$ cat src/rtl/div_subshift.sv
// ============================================================================
// Module      : div_subshift
// Description : Sequential restoring divider, one quotient bit per cycle,
//               signed or unsigned, with divide-by-zero and overflow results.
// Revision    : 1.0 - initial release
// ============================================================================
`default_nettype none

module div_subshift #(
  parameter int DATA_W = 32
) (
  input  logic              clk,
  input  logic              rst,
  input  logic              en,
  input  logic              sign,
  input  logic [DATA_W-1:0] dividend,
  input  logic [DATA_W-1:0] divisor,
  output logic [DATA_W-1:0] quotient,
  output logic [DATA_W-1:0] remainder,
  output logic              done
);

  localparam int CNT_W = $clog2(DATA_W) + 1;
  localparam logic [CNT_W-1:0] CNT_LAST = CNT_W'(DATA_W - 1);

  localparam logic [1:0] S_IDLE = 2'd0;
  localparam logic [1:0] S_BUSY = 2'd1;
  localparam logic [1:0] S_DONE = 2'd2;

  logic [1:0]        r_state_q, w_state_d;
  logic [CNT_W-1:0]  r_cnt_q,   w_cnt_d;
  logic [DATA_W:0]   r_rem_q,   w_rem_d;
  logic [DATA_W-1:0] r_dvd_q,   w_dvd_d;
  logic [DATA_W-1:0] r_dvs_q,   w_dvs_d;
  logic              r_qneg_q,  w_qneg_d;
  logic              r_rneg_q,  w_rneg_d;
  logic              r_dz_q,    w_dz_d;
  logic [DATA_W-1:0] w_quotient_d;
  logic [DATA_W-1:0] w_remainder_d;
  logic              w_done_d;

  logic [DATA_W:0]   w_rem_sh;
  logic [DATA_W:0]   w_diff;
  logic              w_keep;
  logic [DATA_W:0]   w_rem_step;
  logic [DATA_W-1:0] w_quo_step;
  logic [DATA_W-1:0] w_quo_fix;
  logic [DATA_W-1:0] w_rem_fix;
  logic [DATA_W-1:0] w_a_mag;
  logic [DATA_W-1:0] w_b_mag;

  // The partial remainder is always below the divisor, so its top bit is
  // zero before the shift and can be dropped without loss.
  always_comb begin
    w_rem_sh   = {r_rem_q[DATA_W-1:0], r_dvd_q[DATA_W-1]};
    w_diff     = w_rem_sh - {1'b0, r_dvs_q};
    w_keep     = ~w_diff[DATA_W];
    w_rem_step = w_keep ? w_diff : w_rem_sh;
    w_quo_step = {r_dvd_q[DATA_W-2:0], w_keep};
    w_quo_fix  = r_dz_q ? '1 : (r_qneg_q ? (~w_quo_step + 1'b1) : w_quo_step);
    w_rem_fix  = r_rneg_q ? (~w_rem_step[DATA_W-1:0] + 1'b1) : w_rem_step[DATA_W-1:0];
    w_a_mag    = (sign & dividend[DATA_W-1]) ? (~dividend + 1'b1) : dividend;
    w_b_mag    = (sign & divisor[DATA_W-1])  ? (~divisor + 1'b1)  : divisor;
  end

  always_comb begin
    w_state_d     = r_state_q;
    w_cnt_d       = r_cnt_q;
    w_rem_d       = r_rem_q;
    w_dvd_d       = r_dvd_q;
    w_dvs_d       = r_dvs_q;
    w_qneg_d      = r_qneg_q;
    w_rneg_d      = r_rneg_q;
    w_dz_d        = r_dz_q;
    w_quotient_d  = quotient;
    w_remainder_d = remainder;
    w_done_d      = 1'b0;
    case (r_state_q)
      S_IDLE: begin
        if (en) begin
          w_rem_d   = '0;
          w_dvd_d   = w_a_mag;
          w_dvs_d   = w_b_mag;
          w_qneg_d  = sign & (dividend[DATA_W-1] ^ divisor[DATA_W-1]);
          w_rneg_d  = sign & dividend[DATA_W-1];
          w_dz_d    = (divisor == '0);
          w_cnt_d   = '0;
          w_state_d = S_BUSY;
        end
      end
      S_BUSY: begin
        if (!en) begin
          w_state_d = S_IDLE;
        end else begin
          w_rem_d = w_rem_step;
          w_dvd_d = w_quo_step;
          w_cnt_d = r_cnt_q + 1'b1;
          if (r_cnt_q == CNT_LAST) begin
            w_quotient_d  = w_quo_fix;
            w_remainder_d = w_rem_fix;
            w_done_d      = 1'b1;
            w_state_d     = S_DONE;
          end
        end
      end
      S_DONE: begin
        if (!en) begin
          w_state_d = S_IDLE;
        end
      end
      default: begin
        w_state_d = S_IDLE;
      end
    endcase
  end

  always_ff @(posedge clk) begin
    if (rst) begin
      r_state_q <= S_IDLE;
      r_cnt_q   <= '0;
      r_rem_q   <= '0;
      r_dvd_q   <= '0;
      r_dvs_q   <= '0;
      r_qneg_q  <= 1'b0;
      r_rneg_q  <= 1'b0;
      r_dz_q    <= 1'b0;
      quotient  <= '0;
      remainder <= '0;
      done      <= 1'b0;
    end else begin
      r_state_q <= w_state_d;
      r_cnt_q   <= w_cnt_d;
      r_rem_q   <= w_rem_d;
      r_dvd_q   <= w_dvd_d;
      r_dvs_q   <= w_dvs_d;
      r_qneg_q  <= w_qneg_d;
      r_rneg_q  <= w_rneg_d;
      r_dz_q    <= w_dz_d;
      quotient  <= w_quotient_d;
      remainder <= w_remainder_d;
      done      <= w_done_d;
    end
  end

endmodule

`default_nettype wire

$ cat config.mk
export PLATFORM = sky130hd
export DESIGN_NAME = div_subshift
export DESIGN_NICKNAME = d
export VERILOG_FILES = /design/src/rtl/div_subshift.sv
export SDC_FILE = /design/constraint.sdc
export NUM_CORES = 1
export LEC_CHECK = 0
export CORE_ASPECT_RATIO = 0.9
export CORE_MARGIN = 2
export CORE_UTILIZATION = 55
export CTS_CLUSTER_DIAMETER = 100
export DETAILED_ROUTE_END_ITERATION = 16
export PLACE_DENSITY = 0.78
export SETUP_SLACK_MARGIN = 0.5
export SYNTH_ARGS = -nofsm -noshare
export SYNTH_HDL_FRONTEND = slang
export SYNTH_SLANG_ARGS = --single-unit
$ cat constraint.sdc
create_clock -name clk -period 5.3 [get_ports clk]
set_input_delay 1.325 -clock clk [delete_from_list [all_inputs] [get_ports clk]]
set_output_delay 1.325 -clock clk [all_outputs]
set_load 0.1 [all_outputs]
==> flow_metrics.tcl, run 1 <==
set metrics [dict create \
    reg2reg_from "r_dvd_q[31]$_SDFFE_PP0P_" \
    slew_viol_final 0 \
    rows 50 \
    firstDrtPassIters 6 \
    io_pins 133 \
    htreeDepth 4 \
    syn_area_per_cell_um2 7.505 \
    setup_viol 0 \
    grt_max_degree 66 \
    synth_edf_count 0 \
    async_reset_ff_share_pct 0 \
    numCtsBuffers 17 \
    cts_tree "done" \
    final_hold_viol_count 0 \
    start_util_pct 55.86 \
    fmax_mhz 215.7 \
    die_height_um 141.8 \
    dr_total_vias 11800 \
    clock_latency_ns 0.45 \
    drt_iter0_drc 1116 \
    min_path_type "reg -> reg" \
    syn_to_final_growth_pct 18.90 \
    synthTopCellsByArea "dfxtp_1 (30%), xnor2_1 (6.4%), a21oi_1 (6.0%)" \
    wirelength_mm 35.43 \
    yosys_warnings 0 \
    root_buffer "clkbuf_16" \
    register_area_um2 3445 \
    ant_nets 0 \
    yosys.area.top_type_share_pct 29.68 \
    arrival_ns 4.94 \
    final_nets 1743 \
    critPathLaunchType "flop" \
    cts_sinks 172 \
    ys_ff_latch 172 \
    ys.flop_type "dfxtp_1" \
    portBuffers 132 \
    worstSetupPathType "reg -> reg" \
    nFillCells 1826 \
    hold_depth 2 \
    die_w_um 157.1 \
    regToRegEndpoint "remainder[14]$_SDFFE_PP0P_" \
    synth-seq-area-share_pct 29.68 \
    hold_path_startpoint "remainder[28]$_SDFFE_PP0P_" \
    netlist_area_um2 11600 \
    maxCapViolations 0 \
    synth_top_cell_by_area "dfxtp_1" \
    cp.required_ns 5.61 \
    fin_tns_setup_ns 0 \
    fin_crit_sh_pct 87.49 \
    place_hpwl_mm 26.34 \
    min_period_ns 4.637 \
    r2r_setup_slack_ns 0.66 \
    wire_per_inst_um 18.30 \
    track_usage_pct 31.32 \
    ctsLongestPathBuffers 2 \
    antenna_found_initial 0 \
    drc 0 \
    outcome "completed" \
    synth_nets 1652 \
    overflow 0 \
    n_antenna_cell 0 \
    gp_congestion 0.9539 \
    leakage_nw 5.171 \
    ys_types 81 \
    grt_pass1_wl_mm 55.48 \
    dieArea_um2 22280 \
    power_mw 3.519 \
    via_per_inst 6.097 \
    worst-r2r-cell-count 20 \
    p_per_area_nw_per_um2 255.1 \
    critical_path.endpoint_type "flop" \
    core-area_um2 20770 \
    skew_ns 0.01238 \
    min_delay_worst_endpoint "remainder[28]$_SDFFE_PP0P_" \
    clk_pin_slew_ns 0.07 \
    drive_above_1_share_pct 6.727 \
    synthCells 1546 \
    grt_pass1_vias 10510 \
    multi_input_area_um2 7604 \
    slew_headroom_pct 28.61 \
    rsz0062_at_grt "false" \
    crit_fanout 4 \
    worst_pin_slew_ns 1.044 \
    ir_worst_vdd_mv 0.1788 \
]
-- power breakdown --
group	switching, mW	total, mW	internal [mW]
clock network	0.599	1.26	0.665
logic	0.549	0.889	0.340
registers	0.0344	1.37	1.33
-- state kept, by name, summed over array words and instances, names as in the netlist --
name       flops
r_qneg_q       1
r_dz_q         1
r_rneg_q       1
r_rem_q       32
remainder     32
r_state_q      2
r_dvd_q       32
r_cnt_q        6
done           1
r_dvs_q       32
quotient      32
-- worst max-delay path by stage --
stage / start / end / slack (ns) / cells after the start
6_report: r_dvd_q[31]$_SDFFE_PP0P_ / remainder[14]$_SDFFE_PP0P_ / 0.66 / 20
2_1_floorplan: r_dvd_q[31]$_SDFFE_PP0P_ / remainder[14]$_SDFFE_PP0P_ / 0.51 / 24
3_5_place_dp: r_dvd_q[31]$_SDFFE_PP0P_ / remainder[24]$_SDFFE_PP0P_ / 0.38 / 20
5_1_grt: r_dvd_q[31]$_SDFFE_PP0P_ / remainder[14]$_SDFFE_PP0P_ / 0.46 / 23
3_3_place_gp: r_dvd_q[31]$_SDFFE_PP0P_ / remainder[26]$_SDFFE_PP0P_ / 0.54 / 20
4_1_cts: r_dvd_q[31]$_SDFFE_PP0P_ / remainder[24]$_SDFFE_PP0P_ / 0.50 / 20
-- critical path, cell delays in order (launching register included) --
cell and delay, ns:
dfxtp_2 0.34, inv_1 0.05, ha_1 0.17, inv_1 0.07, fa_2 0.39, a211oi_2 0.30
o211ai_1 0.24, nand3_2 0.17, a21oi_4 0.09, o31a_4 0.38, nor2_4 0.16, mux2i_4 0.31
ha_4 0.18, nand2_1 0.05, or3_4 0.36, or4_1 0.42, mux2_4 0.31, o21ai_2 0.14
xor2_1 0.15, o21ai_0 0.07, nor2b_1 0.16
-- cell families after synthesis --
kind of cell	count (synthesis)	share of synthesized area [%]
simple gates	532	21.55
compound gates	480	26.81
flops	172	29.68
buf+inv	167	5.662
xor+xnor	135	10.19
fa+ha+maj	38	4.163
mux	22	1.952
-- final cells by class --
cell class	instances	share of cell area (%)
inverters	82	2.231
multi-input cells	1207	55.12
well taps	286	2.594
repair buffers	157	10.92
clock buffers	17	3.084
flip-flops and latches	172	24.97
clock inverters	15	1.088
-- per-stage QoR --
stage	area, um^2	std cells	util [%]	hold slack, ns	setup slack, ns
after detailed placement	13090	1897	63.02	0.4437	0.3789
after CTS	13670	1930	65.83	0.4551	0.5008
after floorplan	11610	1546	-	0.4250	0.5143
after global routing	13800	1936	66.42	0.4690	0.4646
after global placement	13090	1897	63.02	0.4358	0.5397
final	13800	1936	66.42	0.4524	0.6633
-- per-layer routing --
metal	GRT usage, %	share of wire (%)	vias up
li1	-	-	5699
met1	45.58	46	5509
met2	46.98	43	526
met3	6.139	8.2	69
met4	9.139	2.3	0
met5	0	0	-
-- cells in the mapped netlist (all sizes together) (8+ instances only) --
cell type / instances
a211oi: 23
a21o: 11
a21oi: 140
a221oi: 28
a22oi: 20
and2: 11
buf: 20
clkbuf: 65
dfxtp: 172
ha: 37
inv: 82
mux2i: 17
nand2: 166
nand3: 19
nand4: 17
nor2: 176
nor2b: 9
nor3: 38
nor4: 19
o211ai: 8
o21a: 10
o21ai: 131
o21bai: 29
o31ai: 21
o41ai: 14
or2: 10
or3: 22
or4: 12
xnor2: 85
xor2: 50
-- cell usage in the layout (no fill, tap or decap), types with 12 or more instances in the layout --
master / netlist / final
clkdlybuf4s50_1: 0 / 131
mux2i_1: 17 / 16
a221oi_1: 28 / 28
inv_1: 81 / 81
nor2_1: 175 / 172
nor4_1: 18 / 16
nand2_1: 166 / 166
or3_1: 22 / 21
clkbuf_16: 0 / 17
a21oi_1: 138 / 138
o21ai_0: 119 / 116
a22oi_1: 20 / 20
a211oi_1: 20 / 20
o21bai_1: 29 / 29
o31ai_1: 20 / 19
dfxtp_1: 172 / 171
nand4_1: 16 / 16
buf_4: 3 / 26
o21ai_1: 11 / 12
nor3_1: 37 / 36
nand3_1: 18 / 18
ha_1: 37 / 36
xor2_1: 50 / 50
xnor2_1: 85 / 85
-- timing repair --
action | CTS | global route
setup buffers | 1 | 6
resized for setup | 0 | 18
pin swaps | 1 | 7
hold buffers | 0 | 0
setup endpoints to repair | 5 | 11
Note: power is estimated with default switching activity, not from simulation.
==> inputs of run 2 (changes only) <==
--- a/config.mk
+++ b/config.mk
@@ -6,11 +6,11 @@
 export NUM_CORES = 1
 export LEC_CHECK = 0
 export CORE_ASPECT_RATIO = 0.9
-export CORE_MARGIN = 2
 export CORE_UTILIZATION = 55
 export CTS_CLUSTER_DIAMETER = 100
 export DETAILED_ROUTE_END_ITERATION = 16
 export PLACE_DENSITY = 0.78
+export RECOVER_POWER = 100
 export SETUP_SLACK_MARGIN = 0.5
 export SYNTH_ARGS = -nofsm -noshare
 export SYNTH_HDL_FRONTEND = slang
==> flow_metrics.tcl, run 2 (same netlist as run 1, synthesis figures left out) <==
set metrics [dict create \
    ctsLongestPathBuffers 2 \
    critPathLaunchType "flop" \
    cts_tree "done" \
    wirelength_mm 36.61 \
    place_hpwl_mm 26.93 \
    slew_viol_final 124 \
    power_frac_seq_pct 38.2 \
    fin_tns_setup_ns 0 \
    skew_ns 0.01703 \
    syn_to_final_growth_pct 20.02 \
    maxCapViolations 2 \
    via_per_inst 6.184 \
    firstDrtPassIters 6 \
    die_height_um 139.8 \
    crit_fanout 4 \
    portBuffers 132 \
    rsz0062_at_grt "true" \
    leakage_nw 5.415 \
    p_int_mw 2.352 \
    worstSetupPathType "reg -> reg" \
    register_area_um2 3445 \
    drive_above_1_share_pct 7.604 \
    topRoutingLayerUsed "met4" \
    setup_viol 0 \
    overflow 0 \
    wl_met1_mm 16.50 \
    grt_pass1_vias 10650 \
    nFillCells 1791 \
    wl_met2_mm 15.99 \
    worst_pin_slew_ns 1.939 \
    slew_headroom_pct -29.26 \
    clock_latency_ns 0.45 \
    rows 50 \
    fmax_mhz 203.9 \
    dieArea_um2 21680 \
    p_switching_mw 1.222 \
    core-area_um2 20770 \
    numCtsBuffers 17 \
    power_frac_clock_pct 36.3 \
    gp_congestion 0.9556 \
    ir_worst_vdd_mv 0.2290 \
    grt_pass1_wl_mm 57.50 \
    cts_sinks 172 \
    arrival_ns 5.16 \
    start_util_pct 55.86 \
    n_antenna_cell 0 \
    cp.required_ns 5.56 \
    final_hold_viol_count 0 \
    antenna_found_initial 1 \
    critical_path.endpoint_type "flop" \
    root_buffer "clkbuf_16" \
    htreeDepth 4 \
    die_w_um 155.1 \
    violations "max-capacitance violations, max-slew violations" \
    final_common_cell "nor2_1" \
    power_mw 3.574 \
    wire_per_inst_um 18.84 \
    track_usage_pct 33.47 \
    grt_max_degree 78 \
    power_frac_comb_pct 25.5 \
    dr_total_vias 12020 \
    min_path_type "reg -> reg" \
    io_pins 133 \
    drc 0 \
    fin_crit_sh_pct 92.53 \
    multi_input_area_um2 7679 \
    final_nets 1750 \
    met3WireLength_mm 3.072 \
    outcome "complete, but fails checks" \
    min_period_ns 4.904 \
    ant_nets 0 \
    sw_frac_of_total_pct 34.18 \
    drt_iter0_drc 1219 \
    p_per_area_nw_per_um2 256.7 \
    clk_pin_slew_ns 0.07 \
    final_cell_mix "nor2_1 (173), dfxtp_1 (171), nand2_1 (165), a21oi_1 (138), o21ai_0 (116)" \
]
==> run 2: cell types whose count changed in the layout (fill, tap and decap cells not counted), sizes merged <==
cell / change
clkdlybuf4s50: -68
inv: +1
dlygate4sd3: +68
clkbuf: +7
clkinvlp: -1
==> run 2: area by class of cell <==
| class | instances | area share [%] |
|---|---|---|
| Timing Repair Buffer | 164 | 11.06 |
| Tap cell | 286 | 2.570 |
| Sequential cell | 172 | 24.74 |
| Clock inverter | 15 | 1.222 |
| Clock buffer | 17 | 3.055 |
| Multi-Input combinational cell | 1207 | 55.14 |
| Inverter | 82 | 2.210 |
==> run 2: worst paths after layout <==
check | slack [ns] | end | from | cells past startpoint
worst max-delay path | 0.40 | remainder[14]$_SDFFE_PP0P_ | r_dvd_q[31]$_SDFFE_PP0P_ | 20
worst max register to register | 0.40 | remainder[14]$_SDFFE_PP0P_ | r_dvd_q[31]$_SDFFE_PP0P_ | 20
worst min-delay path | 0.45 | remainder[28]$_SDFFE_PP0P_ | remainder[28]$_SDFFE_PP0P_ | 2
worst min register to register | 0.45 | remainder[28]$_SDFFE_PP0P_ | remainder[28]$_SDFFE_PP0P_ | 2
==> run 2: what timing repair did <==
action / 4_1_cts / 5_1_grt
hold endpoints to repair: 0 / 0
buffers inserted: 0 / 12
setup endpoints to repair: 4 / 10
resized for setup: 2 / 42
hold buffers: 0 / 0
pin swaps: 0 / 14
==> run 2: layer usage <==
| layer | vias to the layer above | global-route usage [%] |
|---|---|---|
| met2 | 606 | 50.02 |
| li1 | 5720 | - |
| met5 | - | 0 |
| met1 | 5595 | 48.66 |
| met4 | 0 | 10.84 |
| met3 | 94 | 5.481 |
==> run 2: critical path: stages (launching register included) <==
cell and delay, ns:
dfxtp_1 0.34, inv_2 0.07, ha_4 0.14, inv_2 0.04
fa_2 0.35, a211oi_1 0.38, o211ai_1 0.24, nand3_2 0.16
a21oi_4 0.09, o31a_4 0.36, nor2_4 0.19, mux2i_4 0.31
ha_4 0.17, nand2_1 0.05, or3_4 0.43, or4_1 0.53
mux2_4 0.31, o21ai_2 0.15, xor2_1 0.18, o21ai_1 0.09
nor2b_1 0.16
==> run 2: per-stage QoR <==
| stage | util (%) | setup slack [ns] | hold WS [ns] | instances | instance area, um^2 |
|---|---|---|---|---|---|
| after global routing | 67.04 | 0.2410 | 0.4754 | 1943 | 13920 |
| after floorplan | - | 0.5143 | 0.4250 | 1546 | 11610 |
| after global placement | 63.08 | 0.5949 | 0.4369 | 1899 | 13100 |
| after detailed placement | 63.08 | 0.4414 | 0.4450 | 1899 | 13100 |
| final | 67.04 | 0.3958 | 0.4491 | 1943 | 13920 |
| after CTS | 65.99 | 0.5317 | 0.4579 | 1931 | 13710 |
==> run 2: power groups by stage <==
| stage | logic [mW] | clock network (mW) | registers, mW |
|---|---|---|---|
| floorplan | 0.604 | 0 | 1.38 |
| global placement | 0.849 | 0 | 1.39 |
| detailed placement | 0.856 | 0 | 1.39 |
| CTS | 0.861 | 1.30 | 1.36 |
| global route | 0.986 | 1.36 | 1.37 |
| finish | 0.910 | 1.30 | 1.37 |
